### src/rtl/ttt_game_ctrl.sv
// Tic-tac-toe game controller: board, cursor, turn, win/draw detection, and the 9-cell display code array.
// Latency: button actions take effect on the next edge; CONTROL_ARRAY lags the game state by one cycle; CHECK takes one cycle.
// Backpressure: none; buttons are single-cycle pulses and are dropped in CHECK and, except SELECT, in OVER. Macro TTT_CURSOR_WRAP_EN enables a toroidal cursor.
module ttt_game_ctrl #(
  parameter int START_CURSOR = 4
) (
  input  logic        CLK,
  input  logic        RESET,
  input  logic        BTN_UP,
  input  logic        BTN_DOWN,
  input  logic        BTN_LEFT,
  input  logic        BTN_RIGHT,
  input  logic        BTN_SELECT,
  output logic [35:0] CONTROL_ARRAY,
  output logic        TURN,
  output logic        GAME_OVER,
  output logic [1:0]  WINNER,
  output logic [3:0]  MOVE_COUNT
);

  localparam logic [1:0] ST_PLAY  = 2'd0;
  localparam logic [1:0] ST_CHECK = 2'd1;
  localparam logic [1:0] ST_OVER  = 2'd2;

  localparam logic [3:0]  START    = 4'(START_CURSOR);
  localparam logic [35:0] CA_RESET = 36'd1 << (4 * START_CURSOR);

  logic [1:0]  state;
  logic [17:0] board;      // cell i at [2i+1:2i]: 0 empty, 1 cross, 2 circle
  logic [3:0]  cursor;

  logic [7:0]  x_lines;
  logic [7:0]  o_lines;
  logic [8:0]  win_cells;
  logic        mover_won;
  logic [1:0]  mark;
  logic        cell_empty;
  logic        at_top, at_bot, at_left, at_right;
  logic [3:0]  cur_up, cur_dn, cur_lt, cur_rt;
  logic [3:0]  wrap_up, wrap_dn, wrap_lt, wrap_rt;
  logic [35:0] ca_next;

  // Completed lines for one mark; bit order rows 0..2, columns 0..2, main diagonal, anti-diagonal.
  function automatic logic [7:0] lines_of(input logic [17:0] b, input logic [1:0] m);
    logic [8:0] h;
    for (int i = 0; i < 9; i++) h[i] = (b[2*i +: 2] == m);
    lines_of = {h[2] & h[4] & h[6], h[0] & h[4] & h[8],
                h[2] & h[5] & h[8], h[1] & h[4] & h[7], h[0] & h[3] & h[6],
                h[6] & h[7] & h[8], h[3] & h[4] & h[5], h[0] & h[1] & h[2]};
  endfunction

  // Cells covered by any of the given completed lines.
  function automatic logic [8:0] cells_of(input logic [7:0] l);
    logic [8:0] c;
    c[0] = l[0] | l[3] | l[6];
    c[1] = l[0] | l[4];
    c[2] = l[0] | l[5] | l[7];
    c[3] = l[1] | l[3];
    c[4] = l[1] | l[4] | l[6] | l[7];
    c[5] = l[1] | l[5];
    c[6] = l[2] | l[3] | l[7];
    c[7] = l[2] | l[4];
    c[8] = l[2] | l[5] | l[6];
    cells_of = c;
  endfunction

  // Line detection, current-cell status and the winning cells to highlight in OVER.
  always_comb begin
    x_lines    = lines_of(board, 2'd1);
    o_lines    = lines_of(board, 2'd2);
    mover_won  = TURN ? (|o_lines) : (|x_lines);
    mark       = TURN ? 2'd2 : 2'd1;
    cell_empty = (board[{cursor, 1'b0} +: 2] == 2'd0);
    win_cells  = '0;
    if (WINNER == 2'd1)      win_cells = cells_of(x_lines);
    else if (WINNER == 2'd2) win_cells = cells_of(o_lines);
  end

  // Candidate cursor positions for each direction; edge moves either wrap or stay put.
  always_comb begin
    at_top   = (cursor < 4'd3);
    at_bot   = (cursor >= 4'd6);
    at_left  = (cursor == 4'd0) || (cursor == 4'd3) || (cursor == 4'd6);
    at_right = (cursor == 4'd2) || (cursor == 4'd5) || (cursor == 4'd8);
`ifdef TTT_CURSOR_WRAP_EN
    wrap_up = cursor + 4'd6;
    wrap_dn = cursor - 4'd6;
    wrap_lt = cursor + 4'd2;
    wrap_rt = cursor - 4'd2;
`else
    wrap_up = cursor;
    wrap_dn = cursor;
    wrap_lt = cursor;
    wrap_rt = cursor;
`endif
    cur_up = at_top   ? wrap_up : cursor - 4'd3;
    cur_dn = at_bot   ? wrap_dn : cursor + 4'd3;
    cur_lt = at_left  ? wrap_lt : cursor - 4'd1;
    cur_rt = at_right ? wrap_rt : cursor + 4'd1;
  end

  // Game state machine: moves and marks in PLAY, verdict in CHECK, restart from OVER.
  always_ff @(posedge CLK) begin
    if (RESET) begin
      state      <= ST_PLAY;
      board      <= '0;
      cursor     <= START;
      TURN       <= 1'b0;
      WINNER     <= 2'd0;
      MOVE_COUNT <= 4'd0;
    end else begin
      case (state)
        ST_PLAY: begin
          if (BTN_SELECT) begin
            if (cell_empty) begin
              board[{cursor, 1'b0} +: 2] <= mark;
              MOVE_COUNT <= MOVE_COUNT + 4'd1;
              state      <= ST_CHECK;
            end
          end else if (BTN_UP) begin
            cursor <= cur_up;
          end else if (BTN_DOWN) begin
            cursor <= cur_dn;
          end else if (BTN_LEFT) begin
            cursor <= cur_lt;
          end else if (BTN_RIGHT) begin
            cursor <= cur_rt;
          end
        end
        ST_CHECK: begin
          // A win on the ninth move beats the draw.
          if (mover_won) begin
            WINNER <= TURN ? 2'd2 : 2'd1;
            state  <= ST_OVER;
          end else if (MOVE_COUNT == 4'd9) begin
            WINNER <= 2'd3;
            state  <= ST_OVER;
          end else begin
            TURN  <= ~TURN;
            state <= ST_PLAY;
          end
        end
        ST_OVER: begin
          if (BTN_SELECT) begin
            state      <= ST_PLAY;
            board      <= '0;
            cursor     <= START;
            TURN       <= 1'b0;
            WINNER     <= 2'd0;
            MOVE_COUNT <= 4'd0;
          end
        end
        default: state <= ST_PLAY;
      endcase
    end
  end

  // Per-cell display code: mark base plus cursor marker, or winning-line highlight once the game is over.
  always_comb begin
    ca_next = '0;
    for (int i = 0; i < 9; i++) begin
      logic [3:0] base;
      case (board[2*i +: 2])
        2'd1:    base = 4'd3;
        2'd2:    base = 4'd6;
        default: base = 4'd0;
      endcase
      if (state == ST_OVER) begin
        if (win_cells[i]) ca_next[4*i +: 4] = (WINNER == 2'd2) ? 4'd8 : 4'd4;
        else              ca_next[4*i +: 4] = base;
      end else begin
        ca_next[4*i +: 4] = base + ((cursor == 4'(i)) ? (TURN ? 4'd2 : 4'd1) : 4'd0);
      end
    end
  end

  // Display register: one cycle behind the game state so the consumer sees a stable frame.
  always_ff @(posedge CLK) begin
    if (RESET) CONTROL_ARRAY <= CA_RESET;
    else       CONTROL_ARRAY <= ca_next;
  end

  assign GAME_OVER = (state == ST_OVER);

endmodule

### config.mk
export PLATFORM = sky130hd
export DESIGN_NAME = ttt_game_ctrl
export DESIGN_NICKNAME = d
export VERILOG_FILES = /design/src/rtl/ttt_game_ctrl.sv
export SDC_FILE = /design/constraint.sdc
export NUM_CORES = 1
export LEC_CHECK = 0
export CORE_ASPECT_RATIO = 1.25
export CORE_MARGIN = 2
export CORE_UTILIZATION = 25
export DETAILED_ROUTE_END_ITERATION = 8
export PLACE_DENSITY = 0.47
export SLEW_MARGIN = 0
export SYNTH_ARGS = -nofsm -noshare
export SYNTH_HDL_FRONTEND = slang
export SYNTH_SLANG_ARGS = --single-unit
### constraint.sdc
create_clock -name CLK -period 5.4 [get_ports CLK]
set_clock_uncertainty 0.2 [all_clocks]
set_input_delay 1.08 -clock CLK [delete_from_list [all_inputs] [get_ports CLK]]
set_output_delay 1.08 -clock CLK [all_outputs]
set_load 0.01 [all_outputs]
After elaboration in Yosys (flattened, before gate mapping)
Index checks and enable logic that the tools add are counted.
Operators by class
  add/sub/neg operators: 15
  magnitude comparators: 2
  eq/ne operators: 43
  shift-type cells: 3
  mux-type cells: 75
  bitwise operators: 63
  reduce and logical (&&, ||, !) cells: 16
Operators with widths (number)
  $mux 4: 40
  $mux 18: 3
  $pmux 3 s2: 9
  $pmux 18 s2: 1
  $add 4x4->4: 8
  $and 1x1->1: 32
  $or 1x1->1: 30
  $eq 2x1->1 const B: 11
  $eq 2x2->1 const B: 11
  $mux 2: 10
  $bwmux 18: 1
  $mux 9: 2
  $shift 2x7->18 const A: 1
  $shiftx 18x6->2: 1
  $shiftx 2x7->18: 1
  $eq 4x3->1 const B: 4
  $pmux 4 s2: 2
  $reduce_or 8->1: 2
  $ne 5x5->1 const B: 3
  $ne 2x2->1 const B: 6
  $add 4x1->4 const B: 2
  $eq 4x2->1 const B: 2
  $eq 4x4->1 const B: 2
  $reduce_and 4->1: 2
  other kinds (21): 31
Storage, ports and cells
  bits in registers: 67
  bits of input ports: 7
  logic and storage cells: 224

Depth between registers and ports, before layout
Gate-level depths: netlist of the first run.
  depth in word-level cells: 10
  mapped depth: 12

Worst setup path before layout of the first run
OpenSTA, ideal clock, no wires.
  path kind: register -> register
  start: register cursor[0]
  end: register CONTROL_ARRAY[26]
  setup time: 0.114 ns
  arrival: 2.271 ns
  data required time: 5.086 ns
  setup slack: 2.814 ns
  stages on the path, launching flop included: 13
  buffers on the path: 2
  clock period less this slack: 2.586 ns
  cells stage by stage: dfxtp_1 -> buf_2 -> inv_1 -> ha_1 -> clkbuf_1 -> nand2_1 -> nor2_1 -> ha_1 -> inv_1 -> fa_1 -> nand2_1 -> a21oi_1 -> a2111oi_0
On the way
  longest elaborated chain between the ends: 4
Ends and longest elaborated chain
  start: declaration: RTL line 30  | logic [3:0] cursor;
  start signal: assignment: RTL line 121  | cursor <= cur_up;
  start signal: assignment: RTL line 123  | cursor <= cur_dn;
  start signal: assignment: RTL line 125  | cursor <= cur_lt;
  $eq 4x3->1: RTL line 172  | ca_next[4*i +: 4] = base + ((cursor == 4'(i)) ? (TURN ? 4'd2 : 4'd1) : 4'd0);
  $mux 4: RTL line 172
  $add 4x4->4: RTL line 172
  $mux 4: RTL line 168  | if (state == ST_OVER) begin
  end signal: assignment: RTL line 180  | else CONTROL_ARRAY <= ca_next;
  end: declaration: RTL line 14  | output logic [35:0] CONTROL_ARRAY,
Every way passes these cells.
A chain may end at the register's enable or synchronous reset.

Final worst setup path of the first run
  start: register state[1]
  end: output GAME_OVER
On the way
  longest elaborated chain between the ends: 1
Ends and longest elaborated chain
  start: declaration: RTL line 28  | logic [1:0] state;
  start signal: assignment: RTL line 105  | state <= ST_PLAY;
  start signal: assignment: RTL line 118  | state <= ST_CHECK;
  start signal: assignment: RTL line 134  | state <= ST_OVER;
  $eq 2x2->1: RTL line 183  | assign GAME_OVER = (state == ST_OVER);
  end: declaration: RTL line 16  | output logic GAME_OVER,
Every way passes these cells.

==> out/metrics.yaml, run 1 <==
setup_path:
  cp_max_fo: 31
  critPathKind: "register to output port"
  r2r_start: "cursor[0]$_SDFFE_PP0P_"
  r2r-end: "CONTROL_ARRAY[26]$_SDFF_PP0_"
  end_kind: "output port"
  r2r_cells: 10
  required_ns: 4.12
  worst-r2r-setup-slack_ns: 2.38
  crit_path_start_kind: "register"
  cp.arrival_ns: 2.14
grt:
  antenna_found_initial: 0
  grt-ovfl-total: 0
  grt_max_degree: 51
  track_usage_pct: 15.3
  grt_pass1_wl_mm: 26.1
  grt_pass1_vias: 4946
sta:
  fin_crit_ns: 3.42
  setup_viol: 0
  fin_tns_setup_ns: 0
  hold_viol_final: 0
  slew_violations: 0
  worst_pin_slew_ns: 0.955
  finalCritPeriodShare_pct: 63.4
  maxSlewHeadroom_pct: 35.9
  hold_ws_ns: 0.306
  clock.fmax_mhz: 292
  setup_ws_ns: 1.98
  rsz0062_at_grt: "false"
logic_synthesis:
  synth_adder_area_share_pct: 17.6
  synth_compound_area_share_pct: 23.6
  yosys_warnings: 0
  synthFlopType: "dfxtp_1"
  async_reset_ff_share_pct: 0
  yosys.area_share.xor_xnor_pct: 0.341
  yosys.area.top_type_share_pct: 26.1
  yosys-top-cells-count: "dfxtp_1, nor2_1, nand2_1"
  synth_most_common_cell: "dfxtp_1"
  avgSynthCellArea_um2: 7.95
  synth.top_cells.by_area: "dfxtp_1, ha_1, nor2_1"
  syn_area_mm2: 0.00514
  synthCells: 646
  synth_nets: 720
  synth_top_area_cell: "dfxtp_1"
  synthDistinctLibCells: 70
  synthMuxAreaShare_pct: 3.80
  synth_top_family_by_area: "compound AO/OA/AOI/OAI gates"
  yosysSeqAreaShare_pct: 26.1
  synth-simple-area-share_pct: 21.1
  synth_edf_count: 0
  ys_ff_latch: 67
power:
  p_clk_share_pct: 38.6
  vdd_drop_max_mv: 0.140
  switchingPower_w: 0.000428
  powerDensity_mw_per_mm2: 225
  p_comb_share_pct: 21.8
  total_leakage_power_nw: 2.32
  swShare_pct: 31.2
  p_int_w: 0.000941
  pwr-share-seq_pct: 39.6
layout:
  multi_input_area_mm2: 0.00341
  regArea_mm2: 0.00134
  fillers: 2219
  nets: 744
  area_growth_pct: 18.5
  postLayoutCellArea_mm2: 0.00609
  diodes: 0
  drive_gt1_share_pct: 4.46
clock_tree:
  cts_max_level: 3
  numCtsBuffers: 9
  clock_latency_ns: 0.34
  post_cts_buffers: 0
  postCtsResizedCells: 0
  numClockSinks: 67
  clockBufferDepth: 2
  cts_root_buffer: "clkbuf_16"
  cts_hold_buf: 0
  cts_tree: "done"
  clkTransAtPathRegs_ns: 0.05
place:
  place_area_mm2: 0.00584
  portBuffers: 50
  dp_hpwl_mm: 12.4
  place_ws_ns: 2.08
  routabilityCongestion: 0.877
floorplan:
  die_y_um: 164
  core_area_mm2: 0.0202
  dieArea_mm2: 0.0217
  rows: 58
  start_util_pct: 25.5
  dieWidth_um: 132
  io_pins: 51
min_path:
  worst_hold_path_type: "register to register"
  hp-start: "board[13]$_SDFFE_PP0P_"
  holdPathEnd: "board[13]$_SDFFE_PP0P_"
  whs_path_depth: 2
outcome:
  outcome: "completed"
route:
  drtIter0Drc: 271
  routedWlPerCell_um: 17.3
  vias_per_cell: 5.21
  dr.pass1.iters: 5
  antenna_left: 0
  drc_errors: 0
  num_vias: 4905
  routed_wl_mm: 16.3
run:
  cap_violations: 0
-- metal layers --
layer  track usage, %  share of wire, %  wire [µm]  up-vias
met1             17.6                42       6840     2363
li1                 -                 -          -     2361
met4             6.79               3.1        504        0
met2             27.7                51       8290      146
met5                0                 0          0        -
met3             2.65               3.9        640       35
-- critical path: stages, from the launching register on --
cell,delay [ns]
dfxtp_1,0.63
nand2b_1,0.13
inv_1,0.07
buf_4,0.34
clkdlybuf4s50_1,0.62
-- power by group through the flow --
stage	clock network, W	logic, W	registers (W)
floorplan	0	0.000203	0.000544
global placement	0	0.000290	0.000552
detailed placement	0	0.000295	0.000553
CTS	0.000545	0.000296	0.000542
global route	0.000561	0.000328	0.000546
finish	0.000528	0.000298	0.000542
-- cell families after synthesis --
logic type,Yosys count
buf+inv,99
flops,67
fa+ha+maj,67
simple gates,227
xor+xnor,2
mux,17
compound gates,167
-- how the worst max path moves through the flow --
stage / to / slack, ns / start / cells after the start
2_1_floorplan: CONTROL_ARRAY[26]$_SDFF_PP0_ / 2.81 / cursor[0]$_SDFFE_PP0P_ / 12
3_3_place_gp: board[5]$_SDFFE_PP0P_ / 2.12 / BTN_SELECT / 5
3_5_place_dp: board[5]$_SDFFE_PP0P_ / 2.08 / BTN_SELECT / 5
4_1_cts: GAME_OVER / 1.95 / state[1]$_SDFFE_PP0P_ / 4
5_1_grt: GAME_OVER / 1.82 / state[1]$_SDFFE_PP0P_ / 4
6_report: GAME_OVER / 1.98 / state[1]$_SDFFE_PP0P_ / 4
-- through the flow --
stage	std cells	utilization (%)	total power, W
after global routing	942	30.2	0.00144
after floorplan	646	-	0.000747
after global placement	929	28.9	0.000842
after CTS	942	30.2	0.00138
final	942	30.2	0.00137
after detailed placement	929	28.9	0.000848
-- final cells by class --
cell class | count | share of cell area, %
multi-input cells | 480 | 56.0
inverters | 57 | 3.51
clock buffers | 13 | 4.11
repair buffers | 55 | 8.75
flip-flops and latches | 67 | 22.0
well taps | 270 | 5.55
-- cells in the final DEF, fill, tap and decap left out, drive strengths merged, types with 4 or more instances in the layout --
| cell type | instances |
|---|---|
| o22ai | 4 |
| nand4 | 6 |
| clkdlybuf4s50 | 49 |
| clkbuf | 13 |
| nor4 | 5 |
| nor2b | 8 |
| o211ai | 5 |
| o21ai | 17 |
| a31oi | 13 |
| a22oi | 7 |
| o311ai | 6 |
| nand2 | 63 |
| a22o | 14 |
| fa | 9 |
| nor3b | 4 |
| nor3 | 13 |
| a21o | 9 |
| mux2i | 15 |
| a211oi | 4 |
| a21oi | 39 |
| nand3 | 27 |
| inv | 55 |
| nor2 | 65 |
| o211a | 4 |
| dfxtp | 67 |
| and3 | 5 |
| o21a | 5 |
| a2111oi | 5 |
| ha | 58 |
| or3 | 5 |
| buf | 6 |
| nand2b | 13 |
| o41ai | 4 |
-- state kept, by name (all words and copies together), names as in the netlist --
register       count
CONTROL_ARRAY     36
board             18
MOVE_COUNT         4
cursor             4
WINNER             2
state              2
TURN               1
Power figures use the tool's default switching activity.
==> run 2, diff against run 1 <==
--- a/config.mk
+++ b/config.mk
@@ -9,7 +9,7 @@
 export CORE_MARGIN = 2
 export CORE_UTILIZATION = 25
 export DETAILED_ROUTE_END_ITERATION = 8
-export PLACE_DENSITY = 0.47
+export PLACE_DENSITY = 0.49
 export SLEW_MARGIN = 0
 export SYNTH_ARGS = -nofsm -noshare
 export SYNTH_HDL_FRONTEND = slang
==> constraint.sdc (replaced) <==
create_clock -name CLK -period 2.8 [get_ports CLK]
set_clock_uncertainty 0.2 [all_clocks]
set_input_delay 0.56 -clock CLK [delete_from_list [all_inputs] [get_ports CLK]]
set_output_delay 0.56 -clock CLK [all_outputs]
set_load 0.01 [all_outputs]
==> run 2 against run 1 <==
Compared with the run above: register-to-register slack got worse by 2.1 ns; combinational power increased by 120%; die area is the same; wire length grew 1.9%; global-route usage up 0.49 points; largest power group is now clock.
==> out/metrics.yaml, run 2 (synthesis gave the netlist of run 1 again) <==
clock_tree:
  post_cts_buffers: 0  # unchanged
  cts_max_level: 3  # unchanged
  clkTransAtPathRegs_ns: 0.06  # about the same
  postCtsResizedCells: 0  # unchanged
  numCtsBuffers: 9  # unchanged
  clockBufferDepth: 2  # unchanged
  clock_latency_ns: 0.35  # about the same
  cts_root_buffer: "clkbuf_16"
  cts_tree: "done"
  cts_hold_buf: 0  # unchanged
  numClockSinks: 67  # unchanged
layout:
  reg_top3: "CONTROL_ARRAY: 36 flops, board: 18 flops"
  area_growth_pct: 25.0
  multi_input_area_mm2: 0.00341  # about the same
  nets: 779  # +4.7%
  regArea_mm2: 0.00134  # unchanged
  final_common_cell: "dfxtp_1"
  diodes: 0  # unchanged
  fillers: 2203  # -0.72%
  largest_reg_flops: 36  # unchanged
  drive_gt1_share_pct: 10.1  # +5.7 points
  final_cell_mix: "dfxtp_1, nor2_1, nand2_1"
  regMostFlops: "CONTROL_ARRAY"
min_path:
  whs_path_depth: 2  # unchanged
  hp-start: "board[13]$_SDFFE_PP0P_"
  worst_hold_path_type: "register to register"
route:
  vias_per_cell: 5.04  # -3.3%
  drc_errors: 0  # unchanged
  drtIter0Drc: 277  # +2.2%
  antenna_left: 0  # unchanged
  routed_wl_mm: 16.6  # +1.9%
  dr.pass1.iters: 5  # unchanged
  routedWlPerCell_um: 16.9  # -2.1%
  num_vias: 4935  # +0.61%
outcome:
  outcome: "completed"
grt:
  antenna_found_initial: 0  # unchanged
  grt_pass1_wl_mm: 26.5  # +1.8%
  grt-ovfl-total: 0  # unchanged
  grt_max_degree: 44  # -14%
  track_usage_pct: 15.7  # +0.49 points
  grt_pass1_vias: 4889  # -1.2%
setup_path:
  r2r-end: "CONTROL_ARRAY[30]$_SDFF_PP0_"
  cp-startpoint: "TURN$_SDFFE_PP0P_"
  crit_path_start_kind: "register"
  cp_slowest_cell: "fa_1"
  max_stage_delay_ns: 0.44  # -0.19 ns
  cp_max_fo: 17  # -45%
  crit_top_cell: "buf_4"
  crit_chain: "buf_4 > nor2b_1 > buf_4 > nand3_1 > fa_1 > nor2_1 > nor3_1 > a2111oi_0"
  required_ns: 2.82  # -1.30 ns
  worst-r2r-setup-slack_ns: 0.29  # -2.09 ns
  cp-endpoint: "CONTROL_ARRAY[30]$_SDFF_PP0_"
  r2r_start: "TURN$_SDFFE_PP0P_"
  end_kind: "register"
  r2r_cells: 8  # -2
  cp.arrival_ns: 2.54  # +0.40 ns
  critPathKind: "register to register"
power:
  powerDensity_mw_per_mm2: 454  # +100%
  vdd_drop_max_mv: 0.270  # +92%
  total_leakage_power_nw: 2.54  # +9.3%
  power_w: 0.00291  # +110%
sta:
  rsz0062_at_grt: "false"
  finalCritPeriodShare_pct: 89.7
  maxSlewHeadroom_pct: 60.0  # +24 points
  clock.fmax_mhz: 398
  hold_viol_final: 0  # unchanged
  worst_pin_slew_ns: 0.593  # -0.362 ns
  setup_viol: 0  # unchanged
  fin_tns_setup_ns: 0  # unchanged
  slew_violations: 0  # unchanged
  fin_crit_ns: 2.51
floorplan:
  start_util_pct: 25.5  # unchanged
  dieArea_mm2: 0.0217  # unchanged
  io_pins: 51  # unchanged
  core_area_mm2: 0.0202  # unchanged
  dieWidth_um: 132  # unchanged
  rows: 58  # unchanged
  die_y_um: 164  # unchanged
place:
  routabilityCongestion: 0.853  # -2.7%
  dp_hpwl_mm: 13.1  # +5.5%
  portBuffers: 50  # unchanged
run:
  cap_violations: 0  # unchanged
[run 2: cell count changes in the layout (fill, tap and decap cells not counted), sizes merged]
cell / before / now
clkinv: 2 / 7
clkbuf: 13 / 9
buf: 6 / 41
bufinv: 0 / 2
[run 2: layout make-up]
cell class	count	share of cell area (%)
clock inverter	7	1.44
clock buffer	9	3.51
tap	270	5.26
inverter	57	3.33
timing repair buffer	90	12.4
multi-input combinational	480	53.2
sequential	67	20.9
[run 2: stage by stage]
stage	utilization, %	cells	hold WS (ns)	area (µm²)	worst slack [ns]
after floorplan	-	646	0.264	5140	0.214
after global placement	30.2	964	0.286	6100	0.244
after detailed placement	30.2	964	0.299	6100	0.132
after CTS	31.8	980	0.307	6420	0.261
after global routing	31.8	980	0.337	6420	0.0520
final	31.8	980	0.301	6420	0.288
[run 2: worst min-delay path by stage]
| stage | to |
|---|---|
| floorplan | board[13]$_SDFFE_PP0P_ |
| global placement | board[13]$_SDFFE_PP0P_ |
| detailed placement | board[13]$_SDFFE_PP0P_ |
| CTS | board[13]$_SDFFE_PP0P_ |
| global route | board[13]$_SDFFE_PP0P_ |
| finish | board[13]$_SDFFE_PP0P_ |
[run 2: worst max-delay path: cells and delay by family (launching register included)]
kind,cells,cell delay [ns]
flops,1,0.32
compound gates,1,0.38
simple gates,4,0.61
fa+ha+maj,1,0.44
buf+inv,2,0.43
[run 2: report_power, final]
part	total, W	internal, W	switching [W]
sequential	0.00103	0.000991	0.0000381
clock	0.00124	0.000777	0.000459
combinational	0.000648	0.000267	0.000381
[run 2: layer usage]
metal / up-vias / global-route usage [%] / share of wire, %
met3: 22 / 2.35 / 3.8
met4: 0 / 6.60 / 2.8
met5: - / 0 / 0
met1: 2359 / 17.9 / 42
li1: 2430 / - / -
met2: 124 / 29.4 / 51
